**src/rtl/mul8_seq_ctrl.sv**
```systemverilog
// mul8_seq_ctrl: 8x8 unsigned multiply sequenced over four passes of an
// external combinational 4x4 multiplier, with valid/ready on both sides.
module mul8_seq_ctrl #(
  parameter int unsigned ZERO_SKIP = 1
) (
  input  logic        clk,
  input  logic        rst,
  input  logic        in_valid,
  output logic        in_ready,
  input  logic [7:0]  in_a,
  input  logic [7:0]  in_b,
  output logic [3:0]  mul_a,
  output logic [3:0]  mul_b,
  input  logic [7:0]  mul_p,
  output logic        out_valid,
  input  logic        out_ready,
  output logic [15:0] out_product,
  output logic        busy,
  output logic [1:0]  pass
);

  typedef enum logic [2:0] {
    IDLE,
    P0,
    P1,
    P2,
    P3,
    DONE
  } state_t;

  state_t      state_q, state_d;
  logic [7:0]  a_q, a_d;
  logic [7:0]  b_q, b_d;
  logic [15:0] acc_q, acc_d;
  logic [15:0] prod_q, prod_d;
  logic [15:0] pp;

  assign pp          = {8'h00, mul_p};
  assign in_ready    = (state_q == IDLE) && !rst;
  assign busy        = (state_q != IDLE);
  assign out_valid   = (state_q == DONE);
  assign out_product = prod_q;

  // State, latched operands, accumulator and result register.
  always_ff @(posedge clk or posedge rst) begin
    if (rst) begin
      state_q <= IDLE;
      a_q     <= '0;
      b_q     <= '0;
      acc_q   <= '0;
      prod_q  <= '0;
    end else begin
      state_q <= state_d;
      a_q     <= a_d;
      b_q     <= b_d;
      acc_q   <= acc_d;
      prod_q  <= prod_d;
    end
  end

  // Pass sequencing, multiplier operand selection and partial-product accumulation.
  // The result register is separate from acc so the last product survives the
  // accumulator clear on the next accept.
  always_comb begin
    state_d = state_q;
    a_d     = a_q;
    b_d     = b_q;
    acc_d   = acc_q;
    prod_d  = prod_q;
    mul_a   = '0;
    mul_b   = '0;
    pass    = 2'd0;
    case (state_q)
      IDLE: begin
        if (in_valid && in_ready) begin
          a_d   = in_a;
          b_d   = in_b;
          acc_d = '0;
          if ((ZERO_SKIP != 0) && ((in_a == '0) || (in_b == '0))) begin
            prod_d  = '0;
            state_d = DONE;
          end else begin
            state_d = P0;
          end
        end
      end
      P0: begin
        mul_a   = a_q[3:0];
        mul_b   = b_q[3:0];
        pass    = 2'd0;
        acc_d   = acc_q + pp;
        state_d = P1;
      end
      P1: begin
        mul_a   = a_q[7:4];
        mul_b   = b_q[3:0];
        pass    = 2'd1;
        acc_d   = acc_q + (pp << 4);
        state_d = P2;
      end
      P2: begin
        mul_a   = a_q[3:0];
        mul_b   = b_q[7:4];
        pass    = 2'd2;
        acc_d   = acc_q + (pp << 4);
        state_d = P3;
      end
      P3: begin
        mul_a   = a_q[7:4];
        mul_b   = b_q[7:4];
        pass    = 2'd3;
        acc_d   = acc_q + (pp << 8);
        prod_d  = acc_d;
        state_d = DONE;
      end
      DONE: begin
        if (out_ready) state_d = IDLE;
      end
      default: state_d = IDLE;
    endcase
  end

endmodule

```
**config.mk**
```make
export PLATFORM = sky130hd
export DESIGN_NAME = mul8_seq_ctrl
export DESIGN_NICKNAME = d
export VERILOG_FILES = /design/src/rtl/mul8_seq_ctrl.sv
export SDC_FILE = /design/constraint.sdc
export NUM_CORES = 1
export LEC_CHECK = 0
export ABC_AREA = 1
export ABC_CLOCK_PERIOD_IN_PS = 1600
export CORE_ASPECT_RATIO = 2
export CORE_UTILIZATION = 30
export DETAILED_ROUTE_END_ITERATION = 12
export PLACE_DENSITY_LB_ADDON = 0.3
export SYNTH_ARGS = -nofsm -noshare
export SYNTH_HDL_FRONTEND = slang
export SYNTH_SLANG_ARGS = --single-unit
```
**constraint.sdc**
```tcl
create_clock -name clk -period 1.6 [get_ports clk]
set_input_delay 0.32 -clock clk [delete_from_list [all_inputs] [get_ports clk]]
set_output_delay 0.32 -clock clk [all_outputs]
set_load 0.1 [all_outputs]
```
Word level (Yosys, flattened, before mapping). Cells that the tools add are included.

Input port bits: 28. Register bits: 51. Output and inout bits: 29.

Add/sub/neg operators: 3. Eq/ne operators: 8. Reductions and logical operators: 19. Muxes and demuxes: 12.

Operators by type and width (count): $pmux W16 S4 (1); $mux W16 (3); $pmux W16 S2 (1); $pmux W3 S6 (1); $add A16 B12 Y16 (1); $add A16 B16 Y16 (1); $add A16 B8 Y16 (1); $logic_not A8 Y1 (2); $pmux W4 S2 (2); $reduce_or A2 Y1 (5); $mux W3 (3); $eq A3 B2 Y1 const B (2); $eq A3 B3 Y1 const B (2); $ne A2 B1 Y1 const B (3); $pmux W2 S3 (1); $reduce_and A2 Y1 (3); $reduce_bool A4 Y1 (1); $eq A3 B1 Y1 const B (1); $logic_not A3 Y1 (1); $reduce_and A3 Y1 (1); $reduce_bool A3 Y1 (1); $logic_and A1 B1 Y1 (2); $reduce_bool A2 Y1 (1); $logic_not A1 Y1 (1); $logic_or A1 B1 Y1 (1).

Logic depth before layout (Yosys ltp). Gate-level depths: netlist of the first run.

Depth in word-level cells: 5. Gate-level depth with buffers: 12.

Least setup slack after synthesis of the first run. OpenSTA, ideal clock, no wires.

Path type: flip-flop to output port. Start: register state_q[2]. End: output port mul_b[0]. Required time: 1280 ps. Stages on the path, launching flop included: 7. Slack: -2760 ps. Arrival: 4040 ps. Cells stage by stage: dfrtp_1 buf_6 nor2_4 inv_1 o21ai_2 inv_1 o21ai_0.

Word-level cells in the longest chain between the ends: 3. Elaborated cells between the ends (all ways): 7. Those cells by class: 4 x eq/ne; 1 x mux; 2 x reduce/logical.

RTL lines: from (decl) (line 31) `state_t state_q, state_d;`; from (signal assigned) (line 53) `state_q <= state_d;`; $eq A3 B3 Y1 (tied with other cells) (line 73) `case (state_q)`; $reduce_or A2 Y1 (no source line); $pmux W4 S2 * (line 73); to (decl) (line 13) `output logic [3:0] mul_b,`.

Every way passes the cells marked *; elsewhere a longest branch is shown, timed or not.

Worst setup path in the final report of the first run.
Start: register state_q[0]. End: output port mul_b[3].

Same word-level chain as after synthesis.

==> results of run 1 <==
==> routing by layer <==
layer / track usage / share of wire
met5: 0 / 0
met4: 0.1891 / 0.092
met3: 0.03580 / 0.031
met2: 0.4375 / 0.56
met1: 0.2230 / 0.32
==> state kept, by name, indices dropped and copies added, names as in the netlist <==
signal,cells
a_q,8
acc_q,16
b_q,8
out_product,16
state_q,3
==> worst max path at each step <==
stage                      startpoint               endpoint  cells after the start
3_3_place_gp                 mul_p[0]  acc_q[10]$_DFFE_PP0P_                     10
3_5_place_dp                 mul_p[0]  acc_q[10]$_DFFE_PP0P_                     10
4_1_cts        state_q[0]$_DFFE_PP0P_               mul_b[3]                      8
5_1_grt        state_q[0]$_DFFE_PP0P_               mul_b[2]                      8
2_1_floorplan  state_q[2]$_DFFE_PP0P_               mul_b[0]                      6
6_report       state_q[0]$_DFFE_PP0P_               mul_b[3]                      8
==> final cells by class <==
type | count | area, um^2 | area share
well taps | 147 | 183.9 | 0.02640
clock buffers | 8 | 156.4 | 0.02245
multi-input cells | 403 | 3018 | 0.4332
flip-flops and latches | 51 | 1285 | 0.1844
repair buffers | 179 | 1993 | 0.2861
inverters | 83 | 330.3 | 0.04741
==> worst reg2reg max path, delay by kind of cell, from the launching register on <==
kind            cells  cell delay [ns]
buf+inv             3             0.44
flops               1             0.43
simple gates        7             0.67
compound gates      1             0.12
==> synth_stat cells (all sizes together) <==
master  instances
o211ai          1
o21a            1
clkbuf          1
nor4            4
a21o            1
nand3b          4
nand2         197
ha             23
a21oi          20
dfrtp          51
buf             7
fa              3
inv            83
xnor2           2
nor3            4
o21ai          39
and2            2
o22ai           4
or2             4
nand3          52
nor2           25
nand4          16
o21bai          1
==> layout by cell type (no fill, tap or decap), types with 8 or more instances in the layout <==
cell type / instances
nand2_2: 47
o21ai_0: 12
clkbuf_16: 8
inv_2: 14
nor2_4: 10
nand4_1: 16
inv_1: 63
o21ai_2: 12
nand2_4: 16
buf_12: 35
ha_4: 15
o21ai_4: 10
nand3_2: 12
dfrtp_1: 44
a21oi_2: 12
nor2_1: 11
buf_4: 88
buf_6: 26
nand3_1: 34
nand2_1: 131
clkdlybuf4s50_1: 19
==> stage by stage <==
| stage | setup WS, ns | TNS [ns] | hold slack (ns) | area [um^2] | util |
|---|---|---|---|---|---|
| 4_1_cts | -0.3629 | -8.001 | 0.4811 | 6525 | 0.5350 |
| 3_5_place_dp | -0.8316 | -19.58 | 0.4642 | 5669 | 0.4649 |
| 2_1_floorplan | -0.8894 | -5.393 | 0.4366 | 3950 | - |
| 5_1_grt | -0.4401 | -11.26 | 0.5072 | 6967 | 0.5713 |
| 3_3_place_gp | -0.7980 | -17.82 | 0.4569 | 5669 | 0.4649 |
| 6_report | -0.3721 | -7.000 | 0.4822 | 6967 | 0.5713 |
==> timing repair <==
action / CTS / global route
gates cloned: 1 / 3
gates resized for setup: 144 / 91
endpoints found under the hold margin: 0 / 0
pin swaps: 42 / 47
buffers inserted: 18 / 15
endpoints found under the setup margin: 51 / 63
hold buffers: 0 / 0
==> cells by family (layout without fill, tap and decap cells) <==
group | count (synthesis) | after routing
simple gates | 308 | 308
compound gates | 67 | 67
xor+xnor | 2 | 2
fa+ha+maj | 26 | 26
flops | 51 | 51
buf+inv | 91 | 270
==> results_dict.tcl, run 1 <==
set metrics [dict create \
    fmax_mhz 507.1 \
    synthMuxAreaShare 0 \
    syn_avg_cell_area_um2 6.936 \
    instances_no_fill 871 \
    synthCells 545 \
    cts_tree "done" \
    drive_gt1_frac 0.4834 \
    routabilityCongestion 1.016 \
    rrSetupSlack_ns -0.16 \
    cp-start-kind "flop" \
    numClockSinks 51 \
    htree_levels 2 \
    crit_type "flop to output pin" \
    synth_top_family_by_area "simple AND/OR/NAND/NOR gates" \
    initial_utilization 0.3099 \
    synthAdderAreaFrac 0.09202 \
    slew_headroom 0.7470 \
    fin_worst_skew_ns 0.007232 \
    drt-initial-drc-count 246 \
    outcome "finished, violations left" \
    grt_max_degree 52 \
    setup_violations 49 \
    synth_seq_cells 51 \
    n_antenna_cell 0 \
    synth_compound_gate_area_share 0.09964 \
    clkLatencyLatePin_ns 0.30 \
    synthXorXnorAreaFrac 0.004634 \
    r2r-end "out_product[15]$_DFFE_PP0P_" \
    critPathBufInv 4 \
    syn_area_um2 3780 \
    fillerInstances 1023 \
    io_buffers 56 \
    synth_cell_types 36 \
    violations "negative setup slack" \
    synth_top_area_frac 0.3376 \
    cp_max_fo 4 \
    overflow 0 \
    synthTopCellsByArea "dfrtp_1 (34%), nand2_1 (19%), inv_1 (7.9%)" \
    cpLargestDelayFamily "buffers and inverters" \
    cp-end-kind "output pin" \
    core_area_um2 12200 \
    wl_per_cell_um 17.28 \
    grt_pass1_wl_um 23150 \
    drv_cap 0 \
    rr_startpoint "state_q[0]$_DFFE_PP0P_" \
    reg2reg_depth 11 \
    dr.pass1.iters 4 \
    cp.required_ns 1.28 \
    antenna_found_initial 0 \
    area_growth_pct 84.31 \
    final_nets 777 \
    viasPerCell 5.049 \
    hold_class "flop to flop" \
    totalWireLength_um 15050 \
    clkTransAtPathRegs_ns 0.07 \
    dp_cells 831 \
    grt_pass1_vias 4631 \
    cp_slowest_cell "dfrtp_2" \
    row_count 57 \
    hpwl_um 10880 \
    grt_use_total 0.2393 \
    dieArea_um2 13080 \
    holdPathEnd "b_q[3]$_DFFE_PP0P_" \
    synthSimpleGateAreaFrac 0.3668 \
    cts_buffer_depth 2 \
    slew_violations 0 \
    yosys.area.top_type "dfrtp_1" \
    drc 0 \
    io_pins 57 \
    period_share 1.233 \
    routed-via-count 4398 \
    fin_crit_ns 1.972 \
    numCtsBuffers 5 \
    arrival_ns 1.65 \
    syn-num-nets 599 \
    yosysSeqAreaShare 0.3376 \
    die-width_um 81.37 \
    worstHoldStart "b_q[3]$_DFFE_PP0P_" \
    whs_path_depth 2 \
    hold_viol_final 0 \
    grt_setup_unrepaired "yes" \
    cts-root-buf "clkbuf_16" \
    ant_nets 0 \
    worstMarginPinSlew_ns 0.3795 \
    yosysWarnings 0 \
    dieHeight_um 160.7 \
    path_cells "nor2_4 -> inv_2 -> nor2_4 -> inv_4 -> o21ai_4 -> inv_4 -> o21ai_4 -> buf_12" \
    slowest_delay_ns 0.43 \
    worst_slack_ns -0.3721 \
]
Power of run 1 is left out: the tool's default activity adds up to more than one toggle a clock period on the data nets, which glitch-free logic cannot reach.
==> run 2: changes to the inputs <==
TNS_END_PERCENT = 10   (was not set)
==> run 2 against run 1 <==
Net effect:
- the run still ends with negative setup slack left
- critical path depth did not move
- critical path type unchanged
- maximum frequency rose by 2.9%
- design area fell by 11%
- flip-flop and latch count did not move
- sequential share of layout area rose by 2.3 points
- hold slack barely moved
- clock skew fell by 0.0032 ns
- cell count fell by 2.0%
- setup slack improved by 0.055 ns
==> results_dict.tcl, run 2 (synthesis gave the netlist of run 1 again) <==
set metrics [dict create \
    grt_max_degree 52 \
    numClockSinks 51 \
    cts_tree "done" \
    core_area_um2 12200 \
    row_count 57 \
    ant_nets 0 \
    reg2reg_depth 9 \
    worstMarginPinSlew_ns 0.4183 \
    hold_class "flop to flop" \
    post_dp_cell_area_um2 5559 \
    cts-root-buf "clkbuf_16" \
    cp.required_ns 1.28 \
    fmax_mhz 521.6 \
    grt_pass1_vias 4563 \
    io_buffers 56 \
    cp_max_fo 4 \
    clkTransAtPathRegs_ns 0.07 \
    io_pins 57 \
    clkLatencyLatePin_ns 0.30 \
    antenna_found_initial 0 \
    dp_cells 830 \
    arrival_ns 1.60 \
    cts_hold_buf 0 \
    grt_pass1_wl_um 22160 \
    die-width_um 81.37 \
    final_nets 760 \
    worst_slack_ns -0.3172 \
    wl_per_cell_um 16.05 \
    viasPerCell 4.974 \
    fin_worst_skew_ns 0.004033 \
    totalWireLength_um 13710 \
    fin_hold_ws_ns 0.4821 \
    rr_startpoint "acc_q[8]$_DFFE_PP0P_" \
    n_antenna_cell 0 \
    drt-initial-drc-count 225 \
    drc 0 \
    timing.critical_path.from "state_q[1]$_DFFE_PP0P_" \
    cts_buffer_depth 2 \
    initial_utilization 0.3099 \
    instances_no_fill 854 \
    fin_crit_ns 1.917 \
    cp-start-kind "flop" \
    pre_cts_ws_ns -0.7724 \
    routabilityCongestion 0.9552 \
    crit_type "flop to output pin" \
    hold_viol_final 0 \
    outcome "finished, violations left" \
    layout_commonest_cell "nand2_1" \
    slew_violations 0 \
    overflow 0 \
    slew_headroom 0.7190 \
    routed-via-count 4248 \
    area_growth_pct 63.85 \
    drv_cap 0 \
    dieArea_um2 13080 \
    cp-end-kind "output pin" \
    dieHeight_um 160.7 \
    rrSetupSlack_ns -0.19 \
    numCtsBuffers 5 \
    setup_violations 31 \
    drive_gt1_frac 0.3593 \
    grt_use_total 0.2276 \
    final_area_um2 6193 \
    final_cell_mix "nand2_1 (173), buf_4 (96), inv_1 (66)" \
    htree_levels 2 \
    fillerInstances 1169 \
    endpoint "mul_b[3]" \
    period_share 1.198 \
    r2r-end "acc_q[12]$_DFFE_PP0P_" \
    dr.pass1.iters 4 \
    violations "negative setup slack" \
    grt_setup_unrepaired "yes" \
    hpwl_um 10720 \
]
==> run 2: final cells by class <==
class | instances | area [um^2] | share of cell area
multi-input cells | 403 | 2552 | 0.4121
repair buffers | 162 | 1700 | 0.2745
flip-flops and latches | 51 | 1284 | 0.2073
inverters | 83 | 321.6 | 0.05192
well taps | 147 | 183.9 | 0.02970
clock buffers | 7 | 142.6 | 0.02303
clock inverters | 1 | 8.758 | 0.001414
==> run 2: what timing repair did <==
action / in CTS / in global routing
gates resized for setup: 86 / 22
endpoints found under the hold margin: 0 / 0
pin swaps: 20 / 8
buffers inserted: 10 / 6
endpoints found under the setup margin: 42 / 51
==> run 2: per-layer routing <==
layer  vias up  routed length [um]  track usage
met5         -                   0            0
met4         0                1151       0.1851
met3        51                 359      0.02386
met2       119                7686       0.4273
met1      1995                4511       0.2058
li1       2083                   -            -
==> run 2: worst max-delay path, cell delays in order, from the launching register on <==
cell and delay (ns):
dfrtp_1 0.41, nor2_4 0.13, inv_2 0.06, nor2_4 0.11
inv_4 0.06, o21ai_4 0.07, inv_4 0.08, o21ai_4 0.18
buf_12 0.19
==> run 2: how the worst min path moves through the flow <==
stage	start	end	slack [ns]	cells past startpoint
after floorplan	in_a[5]	a_q[5]$_DFFE_PP0P_	0.44	2
after global placement	b_q[2]$_DFFE_PP0P_	b_q[2]$_DFFE_PP0P_	0.46	2
after detailed placement	a_q[6]$_DFFE_PP0P_	a_q[6]$_DFFE_PP0P_	0.47	2
after CTS	a_q[6]$_DFFE_PP0P_	a_q[6]$_DFFE_PP0P_	0.48	2
after global routing	a_q[6]$_DFFE_PP0P_	a_q[6]$_DFFE_PP0P_	0.51	2
final	a_q[6]$_DFFE_PP0P_	a_q[6]$_DFFE_PP0P_	0.48	2
==> run 2: metrics by stage <==
stage,util,setup TNS (ns)
floorplan,-,-10.52
global placement,0.4558,-16.91
detailed placement,0.4558,-17.51
CTS,0.4989,-4.996
global route,0.5078,-9.075
finish,0.5078,-5.258
Power of run 2 is left out for the same reason.
==> run 3: changes to the inputs <==
ABC_AREA = 0   (was 1)
CORE_MARGIN = 2   (was not set)
GPL_ROUTABILITY_DRIVEN = 0   (was not set)
==> run 3 against run 2 <==
Net effect:
- the flow still finishes with violations (negative setup slack)
- first-iteration DRC count rose by 19%
- wire length fell by 12%
- non-clock buffer count rose by 18
- critical path type is now flop to flop
- highest routed layer unchanged
==> results_dict.tcl, run 3 <==
set metrics [dict create \
    outcome "finished, violations left" \
    violations "negative setup slack" \
    cp_max_fo 3 \
    hold_class "input pin to flop" \
    routed-via-count 3548 \
    grt_max_degree 52 \
    synth_edf_count 0 \
    setup_violations 46 \
    clkLatencyLatePin_ns 0.30 \
    drv_cap 0 \
    fin_crit_ns 2.057 \
    io_pins 57 \
    drt-initial-drc-count 267 \
    syn_area_um2 3481 \
    final_cell_mix "buf_4 (114), dfrtp_1 (50), nand2_1 (36)" \
    numCtsBuffers 5 \
    wl_per_cell_um 17.78 \
    slowest_delay_ns 0.42 \
    ant_nets 0 \
    cts_buffer_depth 2 \
    numClockSinks 51 \
    initial_utilization 0.3084 \
    grt_pass1_vias 3838 \
    use_met3 0.02076 \
    fin_worst_skew_ns 0.007800 \
    antenna_found_initial 0 \
    die-width_um 80.17 \
    cpLargestDelayFamily "compound AO/OA/AOI/OAI gates" \
    synth_top_area_frac 0.3666 \
    syn-num-nets 417 \
    cp.depth 9 \
    htree_levels 2 \
    timing.critical_path.from "acc_q[8]$_DFFE_PP0P_" \
    dieHeight_um 156.3 \
    synthCells 363 \
    path_cells "ha_4 -> inv_2 -> fa_2 -> nor2b_4 -> o31a_1 -> o21a_1 -> nor3_1 -> nand3b_1 -> o2111ai_1" \
    grt_use_total 0.1984 \
    critPathBufInv 1 \
    slew_violations 0 \
    arrival_ns 2.22 \
    rrSetupSlack_ns -0.46 \
    grt_use_met2 0.3730 \
    synth_cell_types 52 \
    cp_slowest_cell "dfrtp_1" \
    n_antenna_cell 0 \
    fillerInstances 1013 \
    grt_setup_unrepaired "yes" \
    synthTopCellsByArea "dfrtp_1 (37%), ha_1 (8.3%), o21ai_0 (4.6%)" \
    cp.required_ns 1.77 \
    reg2reg_depth 9 \
    cp-start-kind "flop" \
    yosys.area.top_type "dfrtp_1" \
    viasPerCell 5.225 \
    endpoint "acc_q[14]$_DFFE_PP0P_" \
    totalWireLength_um 12070 \
    dieArea_um2 12530 \
    drc 0 \
    hold_viol_final 0 \
    drive_gt1_frac 0.4898 \
    seqCellArea_um2 1277 \
    cts-root-buf "clkbuf_16" \
    crit_type "flop to flop" \
    io_buffers 56 \
    synthTopCellsByCount "dfrtp_1 (51), nand2_1 (40), o21ai_0 (32)" \
    async_flop_share 1.000 \
    core_area_um2 11290 \
    synth_seq_cells 51 \
    cts_tree "done" \
    synthMostInstantiatedCell "dfrtp_1" \
    period_share 1.286 \
    layout_commonest_cell "buf_4" \
    overflow 0 \
    dr.pass1.iters 4 \
    slew_headroom 0.7646 \
    syn_avg_cell_area_um2 9.589 \
    yosysSeqAreaShare 0.3666 \
    rr_startpoint "acc_q[8]$_DFFE_PP0P_" \
    yosysWarnings 0 \
    final_util 0.5364 \
    multi_input_area_um2 2555 \
    grt_busiest_layer "met2" \
    area_growth_pct 73.90 \
    hpwl_um 9213 \
    ys.flop_type "dfrtp_1" \
    row_count 55 \
    grt_pass1_wl_um 19040 \
    worstMarginPinSlew_ns 0.3531 \
    final_nets 590 \
    gr-usage-met1 0.2109 \
    r2r-end "acc_q[14]$_DFFE_PP0P_" \
    worst_slack_ns -0.4573 \
    cp-end-kind "flop" \
    fmax_mhz 486.1 \
    clkTransAtPathRegs_ns 0.07 \
]
[run 3: cell count changes in the layout (fill, tap and decap cells not counted), moves of 7 or more]
cell	delta
a21o_1	+11
buf_4	+18
nand2_1	-137
mux2_4	+10
clkdlybuf4s50_1	-13
a22o_1	+8
dlymetal6s2s_1	+9
nand3_2	-14
nand2_2	-19
xnor2_1	+7
inv_1	-63
nand3_1	-31
nand4_1	-13
[run 3: stage by stage]
step	setup slack, ns	area, um^2	hold WS, ns	cells	TNS (ns)
2_1_floorplan	-0.4653	3628	0.4299	363	-9.084
4_1_cts	-0.4748	5794	0.4082	675	-11.34
5_1_grt	-0.5800	6053	0.3448	679	-13.84
3_5_place_dp	-1.128	5418	0.5113	661	-28.86
3_3_place_gp	-1.063	5418	0.4903	661	-27.69
6_report	-0.4573	6053	0.3324	679	-10.21
[run 3: what timing repair did]
item | in CTS | in global routing
setup endpoints to repair | 61 | 60
gates resized for setup | 65 | 52
setup buffers | 7 | 4
pin swaps | 24 | 24
hold buffers | 0 | 0
[run 3: per-layer routing]
layer / vias to the layer above / wire length [um] / part of all wire
met5: - / 0 / 0
met4: 0 / 556 / 0.046
met3: 25 / 378 / 0.031
met2: 94 / 6850 / 0.57
met1: 1737 / 4287 / 0.36
li1: 1692 / - / -
[run 3: how the worst min path moves through the flow]
stage	start	end	slack (ns)	cells past startpoint
floorplan	out_ready	state_q[0]$_DFFE_PP0P_	0.43	1
global placement	acc_q[1]$_DFFE_PP0P_	acc_q[1]$_DFFE_PP0P_	0.49	2
detailed placement	acc_q[1]$_DFFE_PP0P_	acc_q[1]$_DFFE_PP0P_	0.51	2
CTS	in_a[0]	a_q[0]$_DFFE_PP0P_	0.41	2
global route	in_a[6]	a_q[6]$_DFFE_PP0P_	0.34	2
finish	in_a[6]	a_q[6]$_DFFE_PP0P_	0.33	2
[run 3: cell families after synthesis]
logic type | synth area share
AOI/OAI and AO/OA | 0.2243
xor gates and xnor gates | 0.04026
adders and majority gates | 0.09993
buffers and inverters | 0.03918
DFF | 0.3666
muxes | 0.07692
and+or+nand+nor | 0.1528
[run 3: layout make-up]
type / instances / share of cell area
multi-input combinational: 287 / 0.4221
tap: 142 / 0.02935
inverter: 11 / 0.007648
timing repair buffer: 180 / 0.3041
clock buffer: 8 / 0.02584
sequential: 51 / 0.2110
Power of run 3 is left out for the same reason.
==> patch 1 (config.mk and constraints of run 1) <==
The 6 states of `state_t` get a one-hot encoding in 6 bits.
--- a/src/rtl/mul8_seq_ctrl.sv
+++ b/src/rtl/mul8_seq_ctrl.sv
@@ -19,13 +19,13 @@
   output logic [1:0]  pass
 );
 
-  typedef enum logic [2:0] {
-    IDLE,
-    P0,
-    P1,
-    P2,
-    P3,
-    DONE
+  typedef enum logic [5:0] {
+    IDLE = 6'b000001,
+    P0   = 6'b000010,
+    P1   = 6'b000100,
+    P2   = 6'b001000,
+    P3   = 6'b010000,
+    DONE = 6'b100000
   } state_t;
 
   state_t      state_q, state_d;
Function: no difference found for any inputs over 10 cycles, from zero or initial values and one cycle with rst high; not proved beyond that.
==> patch 1 against run 1 <==
Sequential cell count increased by 3. Critical path type unchanged. The run still ends with negative setup slack left. Via count increased by 3.2%. Design area increased by 2.1%. Area after synthesis increased by 1.6%. Wire length increased by 1.8%. Worst setup slack got worse by 0.23 ns. Clock skew decreased by 0.0031 ns. Sequential share of layout area increased by 0.62 points.
==> patch 1: results (changes against run 1) <==
stage,metric,value,unit,change
worst_setup_path,Reg-to-Reg Start,state_q[5]$_DFFE_PP0P_,,
sta,final setup fails,64,,+31%
drt,initial DRC count,153,,-38%
logic_synthesis,Synth Area in Compound Gates,0.0736,,-0.0260
status,status,"finished, violations left",,
clock_network,"CTS clk-pin slew, worst paths",0.07,ns,about the same
logic_synthesis,XOR/XNOR Fraction of Synth Area,0.00684,,+0.00221
worst_setup_path,Worst EP arrival,1.88,ns,+0.23 ns
logic_synthesis,post-synthesis adder-cell area fraction,0.0906,,-0.00144
worst_setup_path,critical path's slowest cell,dfrtp_1,,
grt,Total GRT Usage,0.233,,-0.00598
worst_setup_path,"CP delay by family, top",simple AND/OR/NAND/NOR gates,,
placed_design,post-detail-place hpwl,10.7,mm,-1.7%
logic_synthesis,cells after synthesis,559,,+2.6%
min_path,worst hold endpoint,a_q[2]$_DFFE_PP0P_,,
sta,Least-Margin Pin Slew,0.473,ns,+0.0936 ns
worst_setup_path,RR Endpoint,acc_q[7]$_DFFE_PP0P_,,
status,failing checks,negative setup slack,,
placed_design,total placed cells including tap cells,865,,+4.1%
logic_synthesis,Commonest cells post-synth,"nand2_1, inv_1, nand3_1, dfrtp_1, nor2_1",,
drt,final WL,15.3,mm,+1.8%
final_layout,Layout Nets,813,,+4.6%
drt,total number of vias,4538,,+3.2%
sta,final clock skew,0.00412,ns,-0.00311 ns
grt,largest net degree at the start of global routing,29,,-44%
sta,setup TNS,-19.30,ns,-12.30 ns
logic_synthesis,sequential share of the synthesized area,0.352,,+0.0146
final_layout,ratio of cells with drive above 1 in the final layout,0.451,,-0.0328
worst_setup_path,worst-case reg-to-reg path depth,10,,-1
min_path,Hold Crit Start,a_q[2]$_DFFE_PP0P_,,
final_layout,"Cell Count, Final, Fillers Out",909,,+4.4%
placed_design,Routability Congestion,0.995,,-2.1%
sta,Final WS setup,-0.598,ns,-0.226 ns
logic_synthesis,syn_nets,613,,+2.3%
worst_setup_path,CP endpoint,mul_a[1],,
## patch 1: cell types whose count changed in the layout (fill, tap and decap cells not counted), moves of 8 or more
cell | run 1 | this run
a21oi_2 | 12 | 3
buf_4 | 88 | 109
inv_2 | 14 | 6
nand2_1 | 131 | 155
## patch 1: final cells by class
| class | instances | share of cell area |
|---|---|---|
| Sequential cell | 54 | 0.191 |
| Multi-Input combinational cell | 420 | 0.412 |
| Inverter | 77 | 0.0450 |
| Clock buffer | 7 | 0.0186 |
| Tap cell | 150 | 0.0264 |
| Timing Repair Buffer | 199 | 0.304 |
| Timing Repair inverter | 2 | 0.00281 |
## patch 1: routing by layer
| layer | global-route usage | up-vias | share of wire |
|---|---|---|---|
| met5 | 0 | - | 0 |
| li1 | - | 2199 | - |
| met3 | 0.0169 | 65 | 0.022 |
| met4 | 0.160 | 0 | 0.068 |
| met2 | 0.449 | 117 | 0.58 |
| met1 | 0.219 | 2157 | 0.33 |
## patch 1: repair_timing
| item | CTS | global route |
|---|---|---|
| setup endpoints to repair | 64 | 64 |
| gates resized for setup | 133 | 78 |
| pin swaps | 33 | 31 |
| gates cloned | 5 | 1 |
| buffers inserted | 28 | 8 |
| hold endpoints to repair | 0 | 0 |
## patch 1: per-stage QoR
step	utilization	worst slack, ns	cell area [um^2]
2_1_floorplan	-	-0.683	4010
3_3_place_gp	0.465	-0.779	5840
3_5_place_dp	0.465	-0.807	5840
4_1_cts	0.543	-0.591	6820
5_1_grt	0.567	-0.677	7110
6_report	0.567	-0.598	7110
## patch 1: power groups by stage
stage,sequential (mW),clock (mW),combinational [mW]
detailed placement,2.30,0,6.42
floorplan,3.22,0,2.79
global placement,2.27,0,6.34
global route,2.41,1.12,8.61
finish,2.36,1.05,8.12
CTS,2.31,1.08,7.54
==> patch 2 (config.mk and constraints of run 1) <==
Made on the original files. Reset style: synchronous (`rst`), changed in one clocked block.
--- a/src/rtl/mul8_seq_ctrl.sv
+++ b/src/rtl/mul8_seq_ctrl.sv
@@ -42,7 +42,7 @@
   assign out_product = prod_q;
 
   // State, latched operands, accumulator and result register.
-  always_ff @(posedge clk or posedge rst) begin
+  always_ff @(posedge clk) begin
     if (rst) begin
       state_q <= IDLE;
       a_q     <= '0;
Check against the original RTL: differs if rst is asserted again (counterexample within 4 cycles, from zero or initial values and one cycle with rst high); with rst held inactive, the same outputs for 10 cycles.
==> patch 2 against run 1 <==
The run still ends with negative setup slack left. First-iteration DRC count down 27%. Design area down 5.3%. Wire length is 5.0% lower. Area after synthesis fell by 5.1%. Worst setup slack got worse by 0.15 ns. Critical path depth stayed put. Sequential cell count unchanged.
==> patch 2: results (changes against run 1) <==
stage,metric,value,unit,change
status,status,"finished, violations left",,
status,failing checks,negative setup slack,,
grt,number of global-route vias before repair,4690,,+1.3%
logic_synthesis,Commonest cells post-synth,"nand2_1, inv_1, dfxtp_1, nand3_1, a21oi_1",,
sta,setup TNS,-6.65,ns,+0.347 ns
min_path,Hold Crit Start,out_product[12]$_SDFFE_PP0P_,,
final_layout,ratio of cells with drive above 1 in the final layout,0.456,,-0.0279
drt,M1 wire length,4.58,mm,-4.4%
worst_setup_path,CP max stage delay,0.36,ns,-0.07 ns
worst_setup_path,RR Endpoint,acc_q[8]$_SDFFE_PP0P_,,
drt,metal3 WL,437,um,-5.6%
logic_synthesis,main flop type after synthesis,dfxtp_1,,
worst_setup_path,Worst EP arrival,1.81,ns,+0.16 ns
logic_synthesis,Mean Syn Cell Area,6.32,um^2,-8.9%
drt,initial DRC count,180,,-27%
grt,global routing usage on met2,0.461,,+0.0235
drt,met2 routed WL,7.91,mm,-6.0%
grt,M1 GR Usage,0.209,,-0.0138
final_layout,Layout Nets,806,,+3.7%
worst_setup_path,Max Fanout on Critical Path,5,,+1
sta,pins over their slew limit,0,,unchanged
sta,Final WS setup,-0.526,ns,-0.154 ns
logic_synthesis,Async SR Flop Fraction,0,,-1.00
sta,final setup fails,43,,-12%
logic_synthesis,Yosys cell types,33,,-8.3%
logic_synthesis,Syn. warnings,0,,unchanged
placed_design,post-detail-place hpwl,11.0,mm,+1.4%
grt,met3 Resource Use GR,0.0286,,-0.00722
final_layout,"Cell Count, Final, Fillers Out",898,,+3.1%
logic_synthesis,sequential share of the synthesized area,0.285,,-0.0530
placed_design,total placed cells including tap cells,865,,+4.1%
grt,Total GRT Usage,0.242,,+0.00293
sta,Rel. slew slack,0.747,,about the same
logic_synthesis,syn_nets,622,,+3.8%
worst_setup_path,Reg-to-Reg Start,acc_q[0]$_SDFFE_PP0P_,,
worst_setup_path,critical path's slowest cell,dfxtp_4,,
grt,largest net degree at the start of global routing,33,,-37%
sta,final clock skew,0.00416,ns,-0.00307 ns
worst_setup_path,CP endpoint,mul_a[3],,
worst_setup_path,R2R Setup Slk,-0.28,ns,-0.12 ns
power,total power,9.36,mW,
worst_setup_path,Worst Setup SP,state_q[0]$_SDFFE_PP0P_,,
placed_design,DP Worst Slack,-0.888,ns,-0.0568 ns
logic_synthesis,synth top area cells,"dfxtp_1, nand2_1, inv_1",,
grt,first-pass GRT wire length,22.6,mm,-2.5%
min_path,hold path cells,2,,unchanged
sta,Hold Slack,0.507,ns,+0.0250 ns
min_path,worst hold endpoint,out_product[12]$_SDFFE_PP0P_,,
drt,drt via density,5.03,,-0.45%
final_layout,Fill cells,999,,-2.3%
placed_design,Routability Congestion,0.968,,-4.7%
drt,final WL,14.3,mm,-5.0%
[patch 2: cell count changes in the layout (fill, tap and decap cells not counted), moves of 10 or more]
cell,delta
o31ai_1,+16
buf_6,-15
buf_4,+33
a21oi_1,+20
inv_1,+17
dfxtp_1,+37
nor2_1,+11
nand2_4,-11
dfrtp_1,-44
o21ai_4,-10
[patch 2: logic make-up (layout without fill, tap and decap cells)]
family / Yosys count / count (layout) / share of synthesized area
adders and majority gates: 26 / 26 / 0.0970
DFF: 51 / 51 / 0.285
buffers and inverters: 104 / 288 / 0.111
and+or+nand+nor: 302 / 303 / 0.366
AOI/OAI and AO/OA: 82 / 82 / 0.134
xor gates and xnor gates: 3 / 3 / 0.00733
[patch 2: worst register-to-register path, stage by stage (launching register included)]
cell	delay, ns
dfxtp_2	0.34
ha_4	0.17
fa_2	0.35
nand2_2	0.09
nand2_2	0.07
and2_4	0.15
nand2_2	0.05
nand2_2	0.06
or2_4	0.23
nand3_2	0.05
nand3b_1	0.09
nand2_1	0.08
inv_1	0.04
[patch 2: cell type report]
| type | instances | area, um^2 | area share |
|---|---|---|---|
| Sequential cell | 51 | 1060 | 0.160 |
| Timing Repair Buffer | 190 | 1920 | 0.291 |
| Multi-Input combinational cell | 414 | 2940 | 0.446 |
| Clock inverter | 3 | 27.5 | 0.00417 |
| Clock buffer | 5 | 125 | 0.0190 |
| Inverter | 90 | 344 | 0.0522 |
| Tap cell | 145 | 181 | 0.0275 |
[patch 2: what timing repair did]
action                                  CTS  global route
hold buffers                              0             0
resized for setup                       156            46
pin swaps                                48            27
setup buffers                            16             8
endpoints found under the setup margin   43            63
cloned                                    1             0
